[src/rtl/daq_ram_ctrl_if.sv]
// Bus bundle for the DAQ circular-buffer controller: writer, reader, status and RAM pins.
// slave = controller side, master = system/RAM side.
interface daq_ram_ctrl_if #(
  parameter int ADDR_W = 10,
  parameter int DATA_W = 8
);
  logic              flush;
  logic              wr_valid;
  logic [DATA_W-1:0] wr_data;
  logic              wr_ready;
  logic              rd_req;
  logic              rd_ready;
  logic [DATA_W-1:0] rd_data;
  logic              rd_valid;
  logic [ADDR_W:0]   level;
  logic              empty;
  logic              full;
  logic [7:0]        drop_count;
  logic              ram_ce;
  logic              ram_we;
  logic [ADDR_W-1:0] ram_addr;
  logic [DATA_W-1:0] ram_din;
  logic [DATA_W-1:0] ram_q;
  logic              ram_rst;

  modport slave (
    input  flush, wr_valid, wr_data, rd_req, ram_q,
    output wr_ready, rd_ready, rd_data, rd_valid, level, empty, full, drop_count,
           ram_ce, ram_we, ram_addr, ram_din, ram_rst
  );

  modport master (
    output flush, wr_valid, wr_data, rd_req, ram_q,
    input  wr_ready, rd_ready, rd_data, rd_valid, level, empty, full, drop_count,
           ram_ce, ram_we, ram_addr, ram_din, ram_rst
  );
endinterface

[src/rtl/daq_ram_ctrl.sv]
// Circular-buffer controller for a single-port DAQ sample RAM, one access per clock.
// Optional macro DAQ_RAM_CTRL_DROP_EN: discard and count writes arriving while full.
module daq_ram_ctrl #(
  parameter int ADDR_W = 10,
  parameter int DATA_W = 8,
  parameter bit RR_ARB = 1'b1
) (
  input logic           clk,
  input logic           rst_n,
  daq_ram_ctrl_if.slave bus
);
  localparam int DEPTH = 2 ** ADDR_W;

  // Encoding chosen so ram_ce/ram_we are direct flop bits (glitch-free RAM control).
  typedef enum logic [1:0] {
    ISSUE_IDLE = 2'b00,
    ISSUE_RD   = 2'b01,
    ISSUE_WR   = 2'b11
  } issue_e;

  issue_e            state, state_nxt;
  logic [ADDR_W-1:0] wptr, rptr;
  logic [ADDR_W:0]   level_r, level_nxt;
  logic              empty_r, full_r;
  logic              last_wr;
  logic              rd_pend;
  logic              w_room, w_el, r_el, wr_rdy, rd_rdy;
  logic              acc_w, acc_r, store_w;

`ifdef DAQ_RAM_CTRL_DROP_EN
  assign w_room = 1'b1;
`else
  assign w_room = ~full_r;
`endif

  // Readies only look at registered flags and the opposite side's request.
  assign w_el    = bus.wr_valid & w_room & ~bus.flush;
  assign r_el    = bus.rd_req & ~empty_r & ~bus.flush;
  assign wr_rdy  = ~bus.flush & w_room & ~(r_el & RR_ARB & last_wr);
  assign rd_rdy  = ~bus.flush & ~empty_r & ~(w_el & (~RR_ARB | ~last_wr));
  assign acc_w   = bus.wr_valid & wr_rdy;
  assign acc_r   = bus.rd_req & rd_rdy;
  assign store_w = acc_w & ~full_r;

  always_comb begin
    level_nxt = level_r;
    if (bus.flush)    level_nxt = '0;
    else if (store_w) level_nxt = level_r + 1'b1;
    else if (acc_r)   level_nxt = level_r - 1'b1;
  end

  always_ff @(posedge clk or negedge rst_n) begin
    if (!rst_n) state <= ISSUE_IDLE;
    else        state <= state_nxt;
  end

  always_comb begin
    state_nxt = ISSUE_IDLE;
    if (store_w)    state_nxt = ISSUE_WR;
    else if (acc_r) state_nxt = ISSUE_RD;
  end

  always_comb begin
    bus.ram_ce = state[0];
    bus.ram_we = state[1];
  end

  always_ff @(posedge clk or negedge rst_n) begin
    if (!rst_n) begin
      wptr         <= '0;
      rptr         <= '0;
      level_r      <= '0;
      empty_r      <= 1'b1;
      full_r       <= 1'b0;
      last_wr      <= 1'b0;
      rd_pend      <= 1'b0;
      bus.ram_addr <= '0;
      bus.ram_din  <= '0;
      bus.rd_data  <= '0;
      bus.rd_valid <= 1'b0;
    end else begin
      if (bus.flush) begin
        wptr <= '0;
        rptr <= '0;
      end else if (store_w) begin
        wptr         <= wptr + 1'b1;
        bus.ram_addr <= wptr;
        bus.ram_din  <= bus.wr_data;
      end else if (acc_r) begin
        rptr         <= rptr + 1'b1;
        bus.ram_addr <= rptr;
      end
      level_r <= level_nxt;
      empty_r <= (level_nxt == '0);
      full_r  <= (level_nxt == (ADDR_W+1)'(DEPTH));
      if (acc_w | acc_r) last_wr <= acc_w;
      // RAM samples the address one edge after issue; Q is captured the edge after that.
      rd_pend      <= (state == ISSUE_RD);
      bus.rd_valid <= rd_pend;
      if (rd_pend) bus.rd_data <= bus.ram_q;
    end
  end

`ifdef DAQ_RAM_CTRL_DROP_EN
  always_ff @(posedge clk or negedge rst_n) begin
    if (!rst_n)                                      bus.drop_count <= '0;
    else if (acc_w && full_r && bus.drop_count != 8'hFF) bus.drop_count <= bus.drop_count + 1'b1;
  end
`else
  assign bus.drop_count = '0;
`endif

  assign bus.wr_ready = wr_rdy;
  assign bus.rd_ready = rd_rdy;
  assign bus.level    = level_r;
  assign bus.empty    = empty_r;
  assign bus.full     = full_r;
  assign bus.ram_rst  = ~rst_n;
endmodule

[src/flat_wrapper.sv]
// flat-port wrapper written by rule: the top's interface ports become plain ports
module daq_ram_ctrl_flat 
#(
  parameter int ADDR_W = 10,
  parameter int DATA_W = 8,
  parameter bit RR_ARB = 1'b1
)
  (clk, rst_n, bus_flush, bus_wr_valid, bus_wr_data, bus_rd_req, bus_ram_q, bus_wr_ready, bus_rd_ready, bus_rd_data, bus_rd_valid, bus_level, bus_empty, bus_full, bus_drop_count, bus_ram_ce, bus_ram_we, bus_ram_addr, bus_ram_din, bus_ram_rst);
  daq_ram_ctrl_if #(.ADDR_W(ADDR_W), .DATA_W(DATA_W)) bus_i ();
  input logic clk;
  input logic rst_n;
  input wire logic [$bits(bus_i.flush)-1:0] bus_flush;
  input wire logic [$bits(bus_i.wr_valid)-1:0] bus_wr_valid;
  input wire logic [$bits(bus_i.wr_data)-1:0] bus_wr_data;
  input wire logic [$bits(bus_i.rd_req)-1:0] bus_rd_req;
  input wire logic [$bits(bus_i.ram_q)-1:0] bus_ram_q;
  output wire logic [$bits(bus_i.wr_ready)-1:0] bus_wr_ready;
  output wire logic [$bits(bus_i.rd_ready)-1:0] bus_rd_ready;
  output wire logic [$bits(bus_i.rd_data)-1:0] bus_rd_data;
  output wire logic [$bits(bus_i.rd_valid)-1:0] bus_rd_valid;
  output wire logic [$bits(bus_i.level)-1:0] bus_level;
  output wire logic [$bits(bus_i.empty)-1:0] bus_empty;
  output wire logic [$bits(bus_i.full)-1:0] bus_full;
  output wire logic [$bits(bus_i.drop_count)-1:0] bus_drop_count;
  output wire logic [$bits(bus_i.ram_ce)-1:0] bus_ram_ce;
  output wire logic [$bits(bus_i.ram_we)-1:0] bus_ram_we;
  output wire logic [$bits(bus_i.ram_addr)-1:0] bus_ram_addr;
  output wire logic [$bits(bus_i.ram_din)-1:0] bus_ram_din;
  output wire logic [$bits(bus_i.ram_rst)-1:0] bus_ram_rst;
  assign bus_i.flush = bus_flush;
  assign bus_i.wr_valid = bus_wr_valid;
  assign bus_i.wr_data = bus_wr_data;
  assign bus_i.rd_req = bus_rd_req;
  assign bus_i.ram_q = bus_ram_q;
  assign bus_wr_ready = bus_i.wr_ready;
  assign bus_rd_ready = bus_i.rd_ready;
  assign bus_rd_data = bus_i.rd_data;
  assign bus_rd_valid = bus_i.rd_valid;
  assign bus_level = bus_i.level;
  assign bus_empty = bus_i.empty;
  assign bus_full = bus_i.full;
  assign bus_drop_count = bus_i.drop_count;
  assign bus_ram_ce = bus_i.ram_ce;
  assign bus_ram_we = bus_i.ram_we;
  assign bus_ram_addr = bus_i.ram_addr;
  assign bus_ram_din = bus_i.ram_din;
  assign bus_ram_rst = bus_i.ram_rst;
  daq_ram_ctrl #(.ADDR_W(ADDR_W), .DATA_W(DATA_W), .RR_ARB(RR_ARB)) u_core (.clk(clk), .rst_n(rst_n), .bus(bus_i));
endmodule
[config.mk]
export PLATFORM = sky130hd
export DESIGN_NAME = daq_ram_ctrl_flat
export DESIGN_NICKNAME = d
export VERILOG_FILES = /design/src/rtl/daq_ram_ctrl_if.sv /design/src/rtl/daq_ram_ctrl.sv /design/src/flat_wrapper.sv
export SDC_FILE = /design/constraint.sdc
export NUM_CORES = 1
export LEC_CHECK = 0
export ABC_AREA = 1
export CAP_MARGIN = 25
export CORE_MARGIN = 5
export CORE_UTILIZATION = 50
export DETAILED_ROUTE_END_ITERATION = 7
export PLACE_DENSITY = 0.8
export SLEW_MARGIN = 20
export SYNTH_ARGS = -nofsm -noshare
export SYNTH_HDL_FRONTEND = slang
export SYNTH_SLANG_ARGS = --single-unit
[constraint.sdc]
create_clock -name clk -period 2.2 [get_ports clk]
set_input_delay 0.44 -clock clk [delete_from_list [all_inputs] [get_ports clk]]
set_output_delay 0.44 -clock clk [all_outputs]
set_load 0.01 [all_outputs]
==> summary.md, run 1 <==
| Metric | Value |
|---|---|
| Routed Antenna Nets | 0 |
| Total setup buffers inserted after CTS | 0 |
| Starting Density | 51.5% |
| Die width | 90.9 um |
| CP max stage delay | 0.52 ns |
| DR iter-0 viols | 166 |
| First-pass GRT wire length | 13.9 mm |
| F_max | 483 MHz |
| Worst hold slack | 0.373 ns |
| Final max-slew violation count | 0 |
| Row count | 29 |
| Worst Setup End Kind | output pin |
| Startpoint Class | primary input |
| Vias | 2,999 |
| Class of the worst hold path | in2async |
| Synth cell count leaders | nand2_1 (122), dfrtp_1 (63), inv_1 (48) |
| RSZ-0062 raised after global routing | false |
| Filler Cells Inserted | 531 |
| PortBufs | 65 |
| CTS tree | built |
| Dominant synthesized flop cell | dfrtp_1 |
| Minimum clock period | 2.07 ns |
| Outcome | finished, final reports clean |
| Core Box Area | 6350 sq um |
| Die area | 8260 sq um |
| Most frequent cell after synthesis | nand2_1 |
| Layout cells sized above 1 | 11.5% |
| H-tree Lvls | 3 |
| Worst-skew pair later-pin latency | 0.34 ns |
| Drt via density | 5.14 |
| Worst-Margin Slew | 0.786 ns |
| Crit path max-delay cell type | clkdlybuf4s50_1 |
| CTS Buffer Depth | 2 |
| Asr flop ratio synth | 100% |
| Post-synth top area cell | dfrtp_1 |
| Syn Area/Cell | 7.86 sq um |
| Die Ht | 90.9 um |
| Initial antenna violation count | 0 |
| CTS buffer count | 9 |
| #FFs+latches synth | 64 |
| Max-cap viol count | 0 |
| Worst path cell trace | clkdlybuf4s50_1 > nand2_1 > nand2_1 > inv_1 > clkdlybuf4s50_1 |
| Ports | 74 |
| DRC | 0 |
| Clk slew on worst S/H paths | 0.07 ns |
| Synth Warn # | 0 |
| CTS root buf | clkbuf_8 |
| P_leak | 2.12 nW |
| Pwr per Cell Area | 990 nW/um^2 |
| Worst endpoint required time | 1.76 ns |
| Synth Cell Area | 3270 sq um |
| Synth top area cells | dfrtp_1 (48%), nand2_1 (14%), nand3_1 (5.5%) |
| Final WL | 8.09 mm |
| Clock Sinks | 64 |
| Grt total ovfl | 0 |
| Global router's overall resource usage | 20.5% |
| Synth-to-Final Area Change | 31.1% |
| CP arrival | 1.63 ns |
| Dpl hpwl | 5.92 mm |
| Pre-antenna DRT Iters | 5 |
| Antenna Cells | 0 |
| GP Congestion | 0.919 |
| Final Hold Vio Count | 0 |
| Synth cell types | 30 |
| Vias in the first global route | 2,987 |
| CP top delay family | buffers and inverters |
| Crit path max fanout | 2 |
| Tot Pwr | 4.25 mW |
| Register area share after synthesis | 49.0% |
| Final Cycle Share | 94.2% |
| Crit Path Category | in2out |
| Final setup fails | 0 |
| Final Skew | 0.0106 ns |
| Drt wl/cell | 13.9 um |
| Share of the synthesized area in the top cell type | 48.2% |
| Maximum VDD drop | 0.000553 V |
| Buf+Inv Stages, Crit Path | 3 |
| Largest net degree at the start of global routing | 63 |
| Nets | 526 |
| EDFF count, synth | 0 |
| Syn Inst Count | 416 |
| Worst slew margin | 47.6% |
logic make-up (layout without fill, tap and decap cells):
| logic type | count (synthesis) | in the layout | share of synthesized area, % |
|---|---|---|---|
| other | 1 | 8 | 0.115 |
| adder cells (fa/ha/maj) | 4 | 4 | 1.53 |
| AO/OA/AOI/OAI | 42 | 42 | 6.69 |
| flip-flops | 64 | 64 | 49.0 |
| multiplexers | 8 | 8 | 2.75 |
| AND/OR/NAND/NOR | 228 | 228 | 30.3 |
| buffers and inverters | 68 | 151 | 9.30 |
| XOR/XNOR | 1 | 1 | 0.268 |
path summary, 6_finish.rpt:
kind                                            start                                  to  slack, ns  depth (start not counted)
max                                      bus_wr_valid                        bus_rd_ready       0.13                          5
min                                             rst_n  u_core.bus.ram_addr[0]$_DFFE_PN0P_       0.37                          2
max reg2reg                u_core.bus.empty$_DFF_PN1_          u_core.wptr[6]$_DFFE_PN0P_       0.36                         10
min reg2reg                 u_core.state[1]$_DFF_PN0_            u_core.rd_pend$_DFF_PN0_       0.43                          1
max in group asynchronous                       rst_n       u_core.bus.level[8]$_DFF_PN0_       1.29                          2
min in group clk            u_core.state[1]$_DFF_PN0_            u_core.rd_pend$_DFF_PN0_       0.43                          1
cells in the final DEF, fill, tap and decap left out, types with 3 or more instances in the layout:
cell type        netlist  final
a21oi_1               11     11
a31oi_1                3      3
buf_4                  9     19
clkbuf_8               0     10
clkdlybuf4s50_1        0     62
clkinvlp_4             0      3
conb_1                 1      8
dfrtp_1               63     63
ha_1                   4      4
inv_1                 48     48
mux2_2                 8      8
nand2_1              122    122
nand2_2                3      3
nand3_1               36     35
nand4_1                4      4
nor2_1                40     40
nor3_1                14     14
o21ai_0               26     26
where the power goes:
part           switching (mW)  internal [mW]
registers               0.220           1.46
clock network           0.477          0.555
logic                   0.740          0.789
total                    1.44           2.81
layout make-up:
type                       instances  area [sq um]  share of cell area (%)
clock buffer                      10           138                    3.21
timing repair buffer              85           800                    18.6
clock inverter                     6          66.3                    1.55
inverter                          50           190                    4.44
sequential                        64          1600                    37.4
tap                               77          96.3                    2.25
multi-input combinational        291          1400                    32.5
registers in the layout (all words and copies together) (netlist names), 2 cells and up:
register,count
u_core.bus.rd_data,8
u_core.wptr,10
u_core.bus.ram_din,8
u_core.bus.level,11
u_core.bus.ram_addr,10
u_core.state,2
u_core.rptr,10
stage by stage:
step                setup slack [ns]  TNS [ns]  instances  area [sq um]  utilization (%)
floorplan                      0.587         0        423          3300                -
global placement             -0.0175   -0.0318        566          4070             64.1
detailed placement           -0.0621    -0.245        566          4070             64.1
CTS                           0.0512         0        583          4290             67.5
global route                  0.0421         0        583          4290             67.5
finish                         0.128         0        583          4290             67.5
what timing repair did:
item                                   CTS  global route
endpoints found under the hold margin    2             0
gates resized for setup                  2             1
setup endpoints to repair                2             1
hold buffers                             1             0
routing by layer:
metal	up-vias	part of all wire (%)	global-route usage, %
met5	-	0	0
met4	0	1.4	7.95
met2	101	50	33.7
li1	1477	-	-
met1	1409	43	27.0
met3	12	6.1	3.42
Note: power is estimated with default switching activity, not from simulation.
==> inputs of run 2 (changes only) <==
Settings changed: CORE_ASPECT_RATIO set to 0.9, CORE_UTILIZATION 50 to 54, PLACE_DENSITY 0.8 to 0.85, SLEW_MARGIN 20 to 30.
Clock period 2.2 ns to 2.6 ns, I/O delays scaled along.
==> summary.md, run 2 (same netlist as run 1, synthesis figures left out) <==
| Metric | Value |
|---|---|
| Outcome | finished, final reports clean |
| Max reg flops | 11 (unchanged) |
| First-pass GRT wire length | 12.7 mm (-9.1%) |
| Clk slew on worst S/H paths | 0.08 ns (about the same) |
| Worst slew margin | 48.6% (+1.0 points) |
| Seq pwr share | 38.8% (-0.9 points) |
| Most frequent cells in the layout | nand2_1 (122), clkdlybuf4s50_1 (64), dfrtp_1 (63) |
| Final Cycle Share | 95.1% |
| Finished Layout Cells | 564 (-3.3%) |
| Largest net degree at the start of global routing | 65 (+3.2%) |
| PortBufs | 65 (unchanged) |
| H-tree Lvls | 3 (unchanged) |
| Worst hold slack | 0.341 ns (-0.0319 ns) |
| Nets | 514 (-2.3%) |
| Worst Setup End Kind | output pin |
| Final setup fails | 0 (unchanged) |
| Hold buffer count at cts | 0 (-1) |
| Total setup buffers inserted after CTS | 0 (unchanged) |
| Setup total negative slack | 0 ns (unchanged) |
| RSZ-0062 raised after global routing | false |
| Max-cap viol count | 0 (unchanged) |
| Pre-antenna DRT Iters | 5 (unchanged) |
| Row count | 26 (-10%) |
| Drt wl/cell | 13.3 um (-3.8%) |
| Vias | 2,942 (-1.9%) |
| NetSw | 1.20 mW (-17%) |
| Grt total ovfl | 0 (unchanged) |
| Worst endpoint required time | 2.08 ns (+0.32 ns) |
| Clock Sinks | 64 (unchanged) |
| Crit Path Category | in2out |
| Initial antenna violation count | 0 (unchanged) |
| Final Skew | 0.0125 ns (+0.00198 ns) |
| Starting Density | 56.5% (+5.0 points) |
| Synth-to-Final Area Change | 28.5% |
| CTS buffer count | 9 (unchanged) |
| Die width | 92.0 um (+1.3%) |
| CTS tree | built |
| Crit path max fanout | 3 (+1) |
| Clk pwr share | 26.6% (+2.3 points) |
| Class of the worst hold path | in2async |
| Placed cells | 548 (-3.2%) |
| Final max-slew violation count | 0 (unchanged) |
| F_max | 405 MHz |
| Final WL | 7.52 mm (-7.0%) |
| Internal power | 2.46 mW (-13%) |
| Gate power share | 34.6% (-1.4 points) |
| CTS root buf | clkbuf_8 |
| Ports | 74 (unchanged) |
| Drt via density | 5.22 (+1.4%) |
| Dpl hpwl | 5.53 mm (-6.5%) |
| Maximum VDD drop | 0.000665 V (+20%) |
| CTS Buffer Depth | 2 (unchanged) |
| Global router's overall resource usage | 20.4% (-0.058 points) |
| Startpoint Class | primary input |
| Worst-skew pair later-pin latency | 0.35 ns (about the same) |
| R2R setup slack | 0.55 ns (+0.19 ns) |
| Final Core Density | 72.6% (+5.1 points) |
| Pwr per Cell Area | 869 nW/um^2 (-12%) |
| Core Box Area | 5790 sq um (-8.8%) |
| Layout cells sized above 1 | 9.31% (-2.2 points) |
| Die area | 7720 sq um (-6.6%) |
| Final Hold Vio Count | 0 (unchanged) |
| Most common cell after layout, fill and taps aside | nand2_1 |
| Worst-Margin Slew | 0.771 ns (-0.0157 ns) |
| Resize count post-CTS | 0 (-2) |
| Vias in the first global route | 2,755 (-7.8%) |
| CP arrival | 1.95 ns (+0.32 ns) |
| GP Congestion | 0.900 (-2.0%) |
| P_leak | 2.07 nW (-2.6%) |
| Routed Antenna Nets | 0 (unchanged) |
| Die Ht | 83.8 um (-7.8%) |
| DRC | 0 (unchanged) |
| Minimum clock period | 2.47 ns |
| DR iter-0 viols | 233 (+40%) |
| Switch share | 32.7% (-1.1 points) |
| Antenna Cells | 0 (unchanged) |
==> run 2: power by group through the flow <==
stage	clock network [mW]	logic, mW	registers (mW)
final	0.972	1.26	1.42
after global routing	1.04	1.39	1.45
after CTS	0.998	1.28	1.42
after detailed placement	0	1.27	1.44
after global placement	0	1.24	1.42
after floorplan	0	0.549	1.51
==> run 2: final timing paths <==
check	cells past startpoint	end	startpoint
worst max-delay path	5	bus_rd_ready	bus_flush
worst min-delay path	2	u_core.bus.ram_addr[7]$_DFFE_PN0P_	rst_n
worst max register to register	10	u_core.wptr[7]$_DFFE_PN0P_	u_core.bus.empty$_DFF_PN1_
worst min register to register	1	u_core.rd_pend$_DFF_PN0_	u_core.state[1]$_DFF_PN0_
max in group asynchronous	2	u_core.bus.rd_valid$_DFF_PN0_	rst_n
min in group clk	1	u_core.rd_pend$_DFF_PN0_	u_core.state[1]$_DFF_PN0_
==> run 2: critical path: stages <==
cell	delay, ns
clkdlybuf4s50_1	0.57
nor2_4	0.22
nand2_1	0.07
inv_1	0.05
clkdlybuf4s50_1	0.53
==> run 2: layer usage <==
metal | vias up | track usage [%] | part of all wire (%)
li1 | 1457 | - | -
met1 | 1370 | 26.7 | 47
met3 | 13 | 7.66 | 6.7
met5 | - | 0 | 0
met2 | 102 | 31.8 | 45
met4 | 0 | 5.94 | 1.1
==> run 2: final cells by class <==
type / instances / area (sq um)
multi-input combinational: 291 / 1390
sequential: 64 / 1600
clock inverter: 6 / 90.1
inverter: 50 / 190
clock buffer: 10 / 138
fill: 445 / 1590
timing repair buffer: 73 / 706
tap: 70 / 87.6
==> run 2: per-stage QoR <==
stage / worst slack, ns / cell area [sq um] / power, mW
2_1_floorplan: 0.939 / 3300 / 2.06
3_3_place_gp: 0.140 / 3980 / 2.66
3_5_place_dp: 0.0734 / 3980 / 2.71
4_1_cts: 0.129 / 4200 / 3.69
5_1_grt: 0.0804 / 4200 / 3.88
6_report: 0.128 / 4200 / 3.65
